[src/rtl/dm_access_ctrl_pkg.sv]
// dm_access_ctrl_pkg: shared encodings for the M-stage data-memory access
// controller (access widths, FSM states, exception codes).
package dm_access_ctrl_pkg;

    // Access width encodings carried on op / ld_op.
    localparam logic [2:0] OP_WORD = 3'b000;
    localparam logic [2:0] OP_HALF = 3'b010;
    localparam logic [2:0] OP_BYTE = 3'b100;

    // Access FSM states.
    typedef enum logic [1:0] {
        ST_IDLE = 2'd0,
        ST_REQ  = 2'd1,
        ST_DONE = 2'd2
    } state_e;

    // Exception codes reported on exc_code.
    localparam logic [4:0] EXC_ADEL = 5'd4;
    localparam logic [4:0] EXC_ADES = 5'd5;
    localparam logic [4:0] EXC_DBE  = 5'd7;

    // Address-error code for a misaligned access: store vs load.
    function automatic logic [4:0] adr_exc_code(input logic is_store);
        return is_store ? EXC_ADES : EXC_ADEL;
    endfunction

endpackage

[src/rtl/dm_access_ctrl_st_align.sv]
// st_align: combinational lane steering for a load/store. Produces the byte
// enables (zero for loads), the lane-replicated store data and the alignment
// error flag. Unknown op codes behave as word accesses.
module st_align
    import dm_access_ctrl_pkg::*;
(
    input  logic [2:0]  op,
    input  logic [1:0]  addr_lo,
    input  logic [31:0] wdata,
    input  logic        we,
    output logic [3:0]  byteen,
    output logic [31:0] lane_data,
    output logic        misaligned
);

    // Decode width into enables, replicated lanes and alignment check.
    always_comb begin
        byteen     = 4'b0000;
        lane_data  = wdata;
        misaligned = 1'b0;
        case (op)
            OP_HALF: begin
                lane_data  = {2{wdata[15:0]}};
                misaligned = addr_lo[0];
                if (we) begin
                    byteen = addr_lo[1] ? 4'b1100 : 4'b0011;
                end else begin
                    byteen = 4'b0000;
                end
            end
            OP_BYTE: begin
                lane_data  = {4{wdata[7:0]}};
                misaligned = 1'b0;
                if (we) begin
                    byteen = 4'b0001 << addr_lo;
                end else begin
                    byteen = 4'b0000;
                end
            end
            default: begin
                lane_data  = wdata;
                misaligned = (addr_lo != 2'b00);
                if (we) begin
                    byteen = 4'b1111;
                end else begin
                    byteen = 4'b0000;
                end
            end
        endcase
    end

endmodule

[src/rtl/dm_access_ctrl.sv]
// dm_access_ctrl: M-stage data-memory access controller. Issues one
// word-aligned, byte-enabled request per aligned load/store, stalls the pipe
// until acknowledge, latches the raw read word for the load extender and
// flags misaligned accesses without issuing a request.
// Optional build macro DM_TIMEOUT_EN adds an acknowledge watchdog that ends a
// stuck request after TIMEOUT cycles with a bus-error exception.
module dm_access_ctrl
    import dm_access_ctrl_pkg::*;
#(
    parameter int unsigned TIMEOUT = 255
) (
    input  logic        clk,
    input  logic        reset,
    input  logic        en,
    input  logic        we,
    input  logic [2:0]  op,
    input  logic [31:0] addr,
    input  logic [31:0] wdata,
    output logic        m_req,
    output logic        m_we,
    output logic [31:0] m_addr,
    output logic [3:0]  m_byteen,
    output logic [31:0] m_wdata,
    input  logic        m_ack,
    input  logic [31:0] m_rdata,
    output logic        stall,
    output logic [31:0] rdata_q,
    output logic [1:0]  addr_lo,
    output logic [2:0]  ld_op,
    output logic        done,
    output logic        exc,
    output logic [4:0]  exc_code
);

    state_e      state_q, state_d;
    logic        m_we_q, m_we_d;
    logic [31:0] m_addr_q, m_addr_d;
    logic [3:0]  m_byteen_q, m_byteen_d;
    logic [31:0] m_wdata_q, m_wdata_d;
    logic [1:0]  addr_lo_q, addr_lo_d;
    logic [2:0]  ld_op_q, ld_op_d;
    logic [31:0] rdata_d;

    logic [3:0]  al_byteen_s;
    logic [31:0] al_wdata_s;
    logic        al_misaligned_s;

`ifdef DM_TIMEOUT_EN
    localparam int CNT_W = (TIMEOUT > 32'd255) ? $clog2(TIMEOUT + 32'd1) : 8;
    logic [CNT_W-1:0] cnt_q, cnt_d;
    logic             dbe_q, dbe_d;
    logic             timeout_s;
    assign timeout_s = (cnt_q == CNT_W'(TIMEOUT - 32'd1));
`else
    logic unused_timeout_s;
    assign unused_timeout_s = (TIMEOUT == 32'd0);
`endif

    st_align u_st_align (
        .op         (op),
        .addr_lo    (addr[1:0]),
        .wdata      (wdata),
        .we         (we),
        .byteen     (al_byteen_s),
        .lane_data  (al_wdata_s),
        .misaligned (al_misaligned_s)
    );

    // Next-state logic: launch aligned accesses, wait for ack (or watchdog).
    always_comb begin
        state_d    = state_q;
        m_we_d     = m_we_q;
        m_addr_d   = m_addr_q;
        m_byteen_d = m_byteen_q;
        m_wdata_d  = m_wdata_q;
        addr_lo_d  = addr_lo_q;
        ld_op_d    = ld_op_q;
        rdata_d    = rdata_q;
`ifdef DM_TIMEOUT_EN
        cnt_d      = cnt_q;
        dbe_d      = dbe_q;
`endif
        case (state_q)
            ST_IDLE: begin
                if (en && !al_misaligned_s) begin
                    state_d    = ST_REQ;
                    m_we_d     = we;
                    m_addr_d   = {addr[31:2], 2'b00};
                    m_byteen_d = al_byteen_s;
                    m_wdata_d  = al_wdata_s;
                    addr_lo_d  = addr[1:0];
                    ld_op_d    = op;
`ifdef DM_TIMEOUT_EN
                    cnt_d      = '0;
                    dbe_d      = 1'b0;
`endif
                end else begin
                    state_d = ST_IDLE;
                end
            end
            ST_REQ: begin
`ifdef DM_TIMEOUT_EN
                cnt_d = cnt_q + 1'b1;
`endif
                if (m_ack) begin
                    state_d = ST_DONE;
                    rdata_d = m_rdata;
                end
`ifdef DM_TIMEOUT_EN
                else if (timeout_s) begin
                    state_d = ST_DONE;
                    rdata_d = 32'd0;
                    dbe_d   = 1'b1;
                end
`endif
                else begin
                    state_d = ST_REQ;
                end
            end
            ST_DONE: begin
                // en here belongs to the instruction that just completed.
                state_d = ST_IDLE;
`ifdef DM_TIMEOUT_EN
                dbe_d   = 1'b0;
`endif
            end
            default: begin
                state_d = ST_IDLE;
            end
        endcase
    end

    // State and request registers with synchronous active-low reset.
    always_ff @(posedge clk) begin
        if (!reset) begin
            state_q    <= ST_IDLE;
            m_we_q     <= 1'b0;
            m_addr_q   <= 32'd0;
            m_byteen_q <= 4'b0000;
            m_wdata_q  <= 32'd0;
            addr_lo_q  <= 2'b00;
            ld_op_q    <= 3'b000;
            rdata_q    <= 32'd0;
`ifdef DM_TIMEOUT_EN
            cnt_q      <= '0;
            dbe_q      <= 1'b0;
`endif
        end else begin
            state_q    <= state_d;
            m_we_q     <= m_we_d;
            m_addr_q   <= m_addr_d;
            m_byteen_q <= m_byteen_d;
            m_wdata_q  <= m_wdata_d;
            addr_lo_q  <= addr_lo_d;
            ld_op_q    <= ld_op_d;
            rdata_q    <= rdata_d;
`ifdef DM_TIMEOUT_EN
            cnt_q      <= cnt_d;
            dbe_q      <= dbe_d;
`endif
        end
    end

    // Pipeline handshake and exception reporting.
    always_comb begin
        m_req    = (state_q == ST_REQ);
        done     = (state_q == ST_DONE);
        stall    = ((state_q == ST_IDLE) && en && !al_misaligned_s) || (state_q == ST_REQ);
        exc      = 1'b0;
        exc_code = 5'd0;
        if ((state_q == ST_IDLE) && en && al_misaligned_s) begin
            exc      = 1'b1;
            exc_code = adr_exc_code(we);
        end
`ifdef DM_TIMEOUT_EN
        else if ((state_q == ST_DONE) && dbe_q) begin
            exc      = 1'b1;
            exc_code = EXC_DBE;
        end
`endif
        else begin
            exc      = 1'b0;
            exc_code = 5'd0;
        end
    end

    assign m_we     = m_we_q;
    assign m_addr   = m_addr_q;
    assign m_byteen = m_byteen_q;
    assign m_wdata  = m_wdata_q;
    assign addr_lo  = addr_lo_q;
    assign ld_op    = ld_op_q;

endmodule

[config.mk]
export PLATFORM = sky130hd
export DESIGN_NAME = dm_access_ctrl
export DESIGN_NICKNAME = d
export VERILOG_FILES = /design/src/rtl/dm_access_ctrl_pkg.sv /design/src/rtl/dm_access_ctrl_st_align.sv /design/src/rtl/dm_access_ctrl.sv
export SDC_FILE = /design/constraint.sdc
export NUM_CORES = 1
export LEC_CHECK = 0
export ABC_AREA = 1
export CAP_MARGIN = 20
export CORE_ASPECT_RATIO = 1.75
export CORE_MARGIN = 1.5
export CORE_UTILIZATION = 38
export CTS_CLUSTER_DIAMETER = 100
export DETAILED_ROUTE_END_ITERATION = 8
export GPL_ROUTABILITY_DRIVEN = 0
export GPL_TIMING_DRIVEN = 0
export PLACE_DENSITY = 0.77
export SYNTH_ARGS = -nofsm -noshare
export SYNTH_HDL_FRONTEND = slang
export SYNTH_SLANG_ARGS = --single-unit
[constraint.sdc]
create_clock -name clk -period 1.41 [get_ports clk]
set_clock_uncertainty 0.1 [all_clocks]
set_input_delay 0.2115 -clock clk [delete_from_list [all_inputs] [get_ports clk]]
set_output_delay 0.2115 -clock clk [all_outputs]
set_load 0.02 [all_outputs]
Word level (Yosys, flattened, before mapping):

Index checks and enable logic that the tools add are counted.
W data, S select, Z words.

* eq/ne operators: 4
* shift-type cells: 1
* muxes and demuxes: 13
* reduce and logical (&&, ||, !) cells: 10

Operators by type and width (number)
* $pmux W32 S2: 1
* $mux W4: 4
* $pmux W4 S2: 1
* $logic_and A1 B1 Y1: 4
* $pmux W2 S2: 1
* $reduce_and A2 Y1: 2
* $shl A1 B2 Y4 const A: 1
* $eq A3 B2 Y1 const B: 1
* $eq A3 B3 Y1 const B: 1
* $mux W1: 3
* $mux W3: 1
* $eq A2 B1 Y1 const B: 1
* $eq A2 B2 Y1 const B: 1
* $logic_not A2 Y1: 1
* $mux W2: 1
* $pmux W1 S2: 1
* $reduce_bool A2 Y1: 1
* $logic_not A1 Y1: 1
* $logic_or A1 B1 Y1: 1

* register bits after elaboration: 106
* bits of input ports: 104
* output and inout bits: 115
* logic and storage cells: 36

Logic depth before layout (Yosys ltp):

* depth in word-level cells: 6
* depth in mapped cells: 10

Hierarchy:

From an unflattened synthesis, not the netlist that was laid out.

* cell total of the unflattened synthesis: 821
* area, all modules: 5193.7 um2

Modules (own cells, without submodules)
* dm_access_ctrl: times used 1, cells an instance 702, area each 4635.7 um2
* st_align: times used 1, cells an instance 119, area each 558.0 um2

Worst setup path before layout:

Ideal clock, no wire load.

* kind: in2out
* start: input op[2]
* end: output stall
* arrival: 1.328 ns
* data required time: 1.099 ns
* setup slack: -0.230 ns
* cell stages on the path: 8
* buffers on the path: 3
* path through: buf_4 -> nor2_8 -> nand2_2 -> nand3_2 -> nand3_2 -> buf_4 -> buf_2 -> o21ai_0

* longest elaborated chain between the ends: 5
* elaborated cells on any way between the ends: 6

Ends and longest elaborated chain
* start, declared: RTL line dm_access_ctrl.sv:16 `input logic [2:0] op,`
* $eq A3 B3 Y1 / $eq A3 B2 Y1 (equally long branches): RTL line dm_access_ctrl_st_align.sv:21 `case (op)`
* $pmux W1 S2 *: RTL line dm_access_ctrl_st_align.sv:21
* $logic_not A1 Y1 *: RTL line dm_access_ctrl.sv:168 `stall = ((state_q == ST_IDLE) && en && !al_misaligned_s) || (state_q == ST_REQ);`
* $logic_and A1 B1 Y1 *: RTL line dm_access_ctrl.sv:168
* $logic_or A1 B1 Y1 *: RTL line dm_access_ctrl.sv:168
* end, declared: RTL line dm_access_ctrl.sv:26 `output logic stall,`

Every way passes the cells marked *; elsewhere a longest branch is shown, timed or not.

Worst setup path after layout:

* start: register state_q[0]
* end: output stall

* longest elaborated chain between the ends: 4
* elaborated cells on any way between the ends: 5

Ends and longest elaborated chain
* start, declared: RTL line dm_access_ctrl.sv:35 `state_e state_q, state_d;`
* start signal, assigned: RTL line dm_access_ctrl.sv:149 `state_q <= state_d;`
* $logic_not A2 Y1: RTL line dm_access_ctrl.sv:168
* $logic_and A1 B1 Y1 (2 in a row): RTL line dm_access_ctrl.sv:168
* $logic_or A1 B1 Y1 *: RTL line dm_access_ctrl.sv:168

Marks and branches as above.

==> flow_metrics.py <==
metrics = {
    "floorplanning": {
        "core_um2": 12400,
        "die_area_um2": 13300,
        "ioPinCount": 219,
        "die-width_um": 88.0,
        "die_h_um": 152,
        "start_util_pct": 38.8,
        "row_count": 54,
    },
    "setup_path": {
        "cp.buffers_inverters": 4,
        "critical_path.slowest_cell": "dfxtp_2",
        "r2r_setup_slack_ns": -0.20,
        "setup.worst_path.class": "reg2out",
        "worst_ep_required_time_ns": 1.10,
        "critPathLaunchType": "flop",
        "endpoint_kind": "output port",
        "critical-path-top-delay-family": "buffers and inverters",
        "crit_chain": "inv_2 -> nand2_2 -> nor2_4 -> nand3_4 -> buf_6 -> buf_8 -> o21ai_4 -> buf_6",
        "path_max_fanout": 2,
        "slowest_delay_ns": 0.33,
        "crit_top_cell": "buf_6",
        "crit_arrival_ns": 1.42,
    },
    "worst_hold_path": {
        "worstHoldPathType": "in2reg",
    },
    "logic_synthesis": {
        "yosysWarningCount": 0,
        "synthTopCellsByArea": "dfxtp_1 44%, nand2_1 19%, nor2_1 12%",
        "synth_mux_area_share_pct": 0,
        "ys_seq_area_share_pct": 44.2,
        "netlist_area_um2": 4800,
        "yosysTopAreaCellShare_pct": 44.2,
        "syn_avg_cell_area_um2": 6.45,
        "synth_xor_area_share_pct": 0,
        "yosys.area_share.adder_pct": 0,
        "synth_top_family_by_area": "simple AND/OR/NAND/NOR gates",
        "synth_simple_gate_area_share_pct": 38.8,
        "synth_largest_area_cell": "dfxtp_1",
        "synth-compound-area-share_pct": 3.54,
        "syn_inst": 745,
        "synth_seq_cells": 106,
        "synth.distinct_cells": 20,
    },
    "cts": {
        "clock-sinks": 106,
        "cts_tree": "done",
        "path_clk_slew_ns": 0.07,
        "cts_root_buffer": "clkbuf_16",
        "numCtsBuffers": 9,
        "clk_latency_ns": 0.35,
        "htreeDepth": 3,
        "clk_path_buf_depth": 2,
        "holdBufCountCts": 0,
    },
    "sta": {
        "min_period_ns": 1.73,
        "finalSetupViolCount": 85,
        "drv_slew": 0,
        "worstMarginPinSlew_ns": 0.582,
        "hold_viol": 0,
        "finalWorstSetupSlack_ns": -0.318,
        "slew_headroom_pct": 61.2,
        "period_share_pct": 123,
        "rsz0062_at_grt": "true",
        "fmax_mhz": 579,
    },
    "placement": {
        "numPortBuffers": 210,
        "place_hpwl_um": 11700,
    },
    "flow_run": {
        "maxCapViolations": 0,
    },
    "global_routing": {
        "overflow": 0,
        "grt_max_degree": 19,
        "grt_pass1_vias": 4941,
        "grt_pass1_wl_um": 23700,
        "grt_usage_pct": 23.2,
        "antenna_found_initial": 0,
    },
    "drt": {
        "drt-total-wl_um": 16600,
        "drt_iter0_markers": 211,
        "ant_nets": 0,
        "vias_per_cell": 4.57,
        "drc": 0,
        "drtPass1Iterations": 4,
        "routedWlPerCell_um": 14.2,
        "vias": 5338,
    },
    "power": {
        "power_uw": 7780,
        "pwr_density_cell_nw_per_um2": 954,
        "p_leak_uw": 0.00417,
        "ir_drop_v": 0.000605,
    },
    "layout": {
        "seq_area_um2": 2130,
        "drive_above_1_share_pct": 17.4,
        "area.growth.synth_to_final_pct": 69.8,
        "antenna_cells": 0,
        "multiInputGateArea_um2": 2380,
        "nFillCells": 1105,
        "nets": 1100,
        "finalCoreUtilization_pct": 66.0,
    },
    "outcome": {
        "status": "finished with violations",
        "violations": "negative setup slack",
    },
}
[synth_stat cells, drive strengths merged]
library cell,n
a21oi,33
buf,28
clkbuf,21
clkinv,1
conb,1
dfxtp,106
inv,89
nand2,251
nand3,57
nand4,3
nor2,154
o21ai,1
[metrics by stage]
| step | worst slack, ns | area, um^2 | TNS (ns) | instances | hold slack (ns) |
|---|---|---|---|---|---|
| 2_1_floorplan | 0.00651 | 4840 | 0 | 749 | 0.246 |
| 3_3_place_gp | -1.21 | 7160 | -63.35 | 1127 | 0.347 |
| 3_5_place_dp | -1.22 | 7160 | -64.71 | 1127 | 0.351 |
| 4_1_cts | -0.344 | 7510 | -1.44 | 1152 | 0.157 |
| 5_1_grt | -0.388 | 8160 | -19.81 | 1169 | 0.193 |
| 6_report | -0.318 | 8160 | -12.48 | 1169 | 0.184 |
[cell type report]
class	instances	area share [%]
clock buffers	10	2.81
clock inverters	6	0.614
inverters	90	4.17
plain buffers	48	5.40
multi-input cells	505	29.2
well taps	168	2.58
flip-flops and latches	106	26.1
repair buffers	236	29.1
[path summary, 6_finish.rpt]
kind / from / to / cells after the start
max: state_q[0]$_SDFF_PN0_ / stall / 8
min: reset / m_addr[31]$_SDFFE_PN0P_ / 3
max reg2reg: state_q[0]$_SDFF_PN0_ / m_wdata[18]$_SDFFE_PN0P_ / 10
min reg2reg: rdata_q[13]$_SDFFE_PN0P_ / rdata_q[13]$_SDFFE_PN0P_ / 2
[metal layers]
metal	part of all wire, %	track usage (%)
met5	0	0
met4	4.6	12.1
met3	7.1	6.99
met2	54	42.1
met1	34	23.3
[worst min-delay path: cells and delay by family]
family | cells | cell delay [ns]
buf+inv | 1 | 0.22
simple gates | 2 | 0.16
[kinds of logic (layout without fill, tap and decap cells)]
| kind of cell | Yosys count | count (layout) |
|---|---|---|
| AO/OA/AOI/OAI | 34 | 34 |
| buffers and inverters | 139 | 390 |
| flip-flops | 106 | 106 |
| other | 1 | 5 |
| AND/OR/NAND/NOR | 465 | 466 |
[state kept, by name, summed over array words and instances (netlist names)]
| signal | cells |
|---|---|
| addr_lo | 2 |
| m_we | 1 |
| rdata_q | 32 |
| m_wdata | 32 |
| m_byteen | 4 |
| ld_op | 3 |
| state_q | 2 |
| m_addr | 30 |
[power by group]
| group | leakage [uW] | internal, uW | switching, uW | total [uW] |
|---|---|---|---|---|
| sequential | 0.000868 | 3190 | 99.1 | 3290 |
| clock | 0.000135 | 1220 | 1200 | 2420 |
| combinational | 0.00316 | 954 | 1120 | 2070 |
| total | 0.00417 | 5370 | 2420 | 7780 |
[cells in the final DEF, fill, tap and decap left out, drive strengths merged]
| cell type | instances |
|---|---|
| clkdlybuf4s15 | 13 |
| buf | 54 |
| a21oi | 33 |
| o21ai | 1 |
| conb | 5 |
| clkbuf | 38 |
| dlygate4sd2 | 93 |
| clkinvlp | 1 |
| dfxtp | 106 |
| clkdlybuf4s50 | 96 |
| nand3 | 57 |
| nand4 | 3 |
| nand2 | 252 |
| nor2 | 154 |
| inv | 91 |
| clkinv | 4 |
[what timing repair did]
item | CTS | global route
buffers inserted | 8 | 8
endpoints found under the setup margin | 216 | 116
pin swaps | 5 | 14
gates resized for setup | 191 | 125
gates cloned | 1 | 11
(Power assumes the default switching activity.)
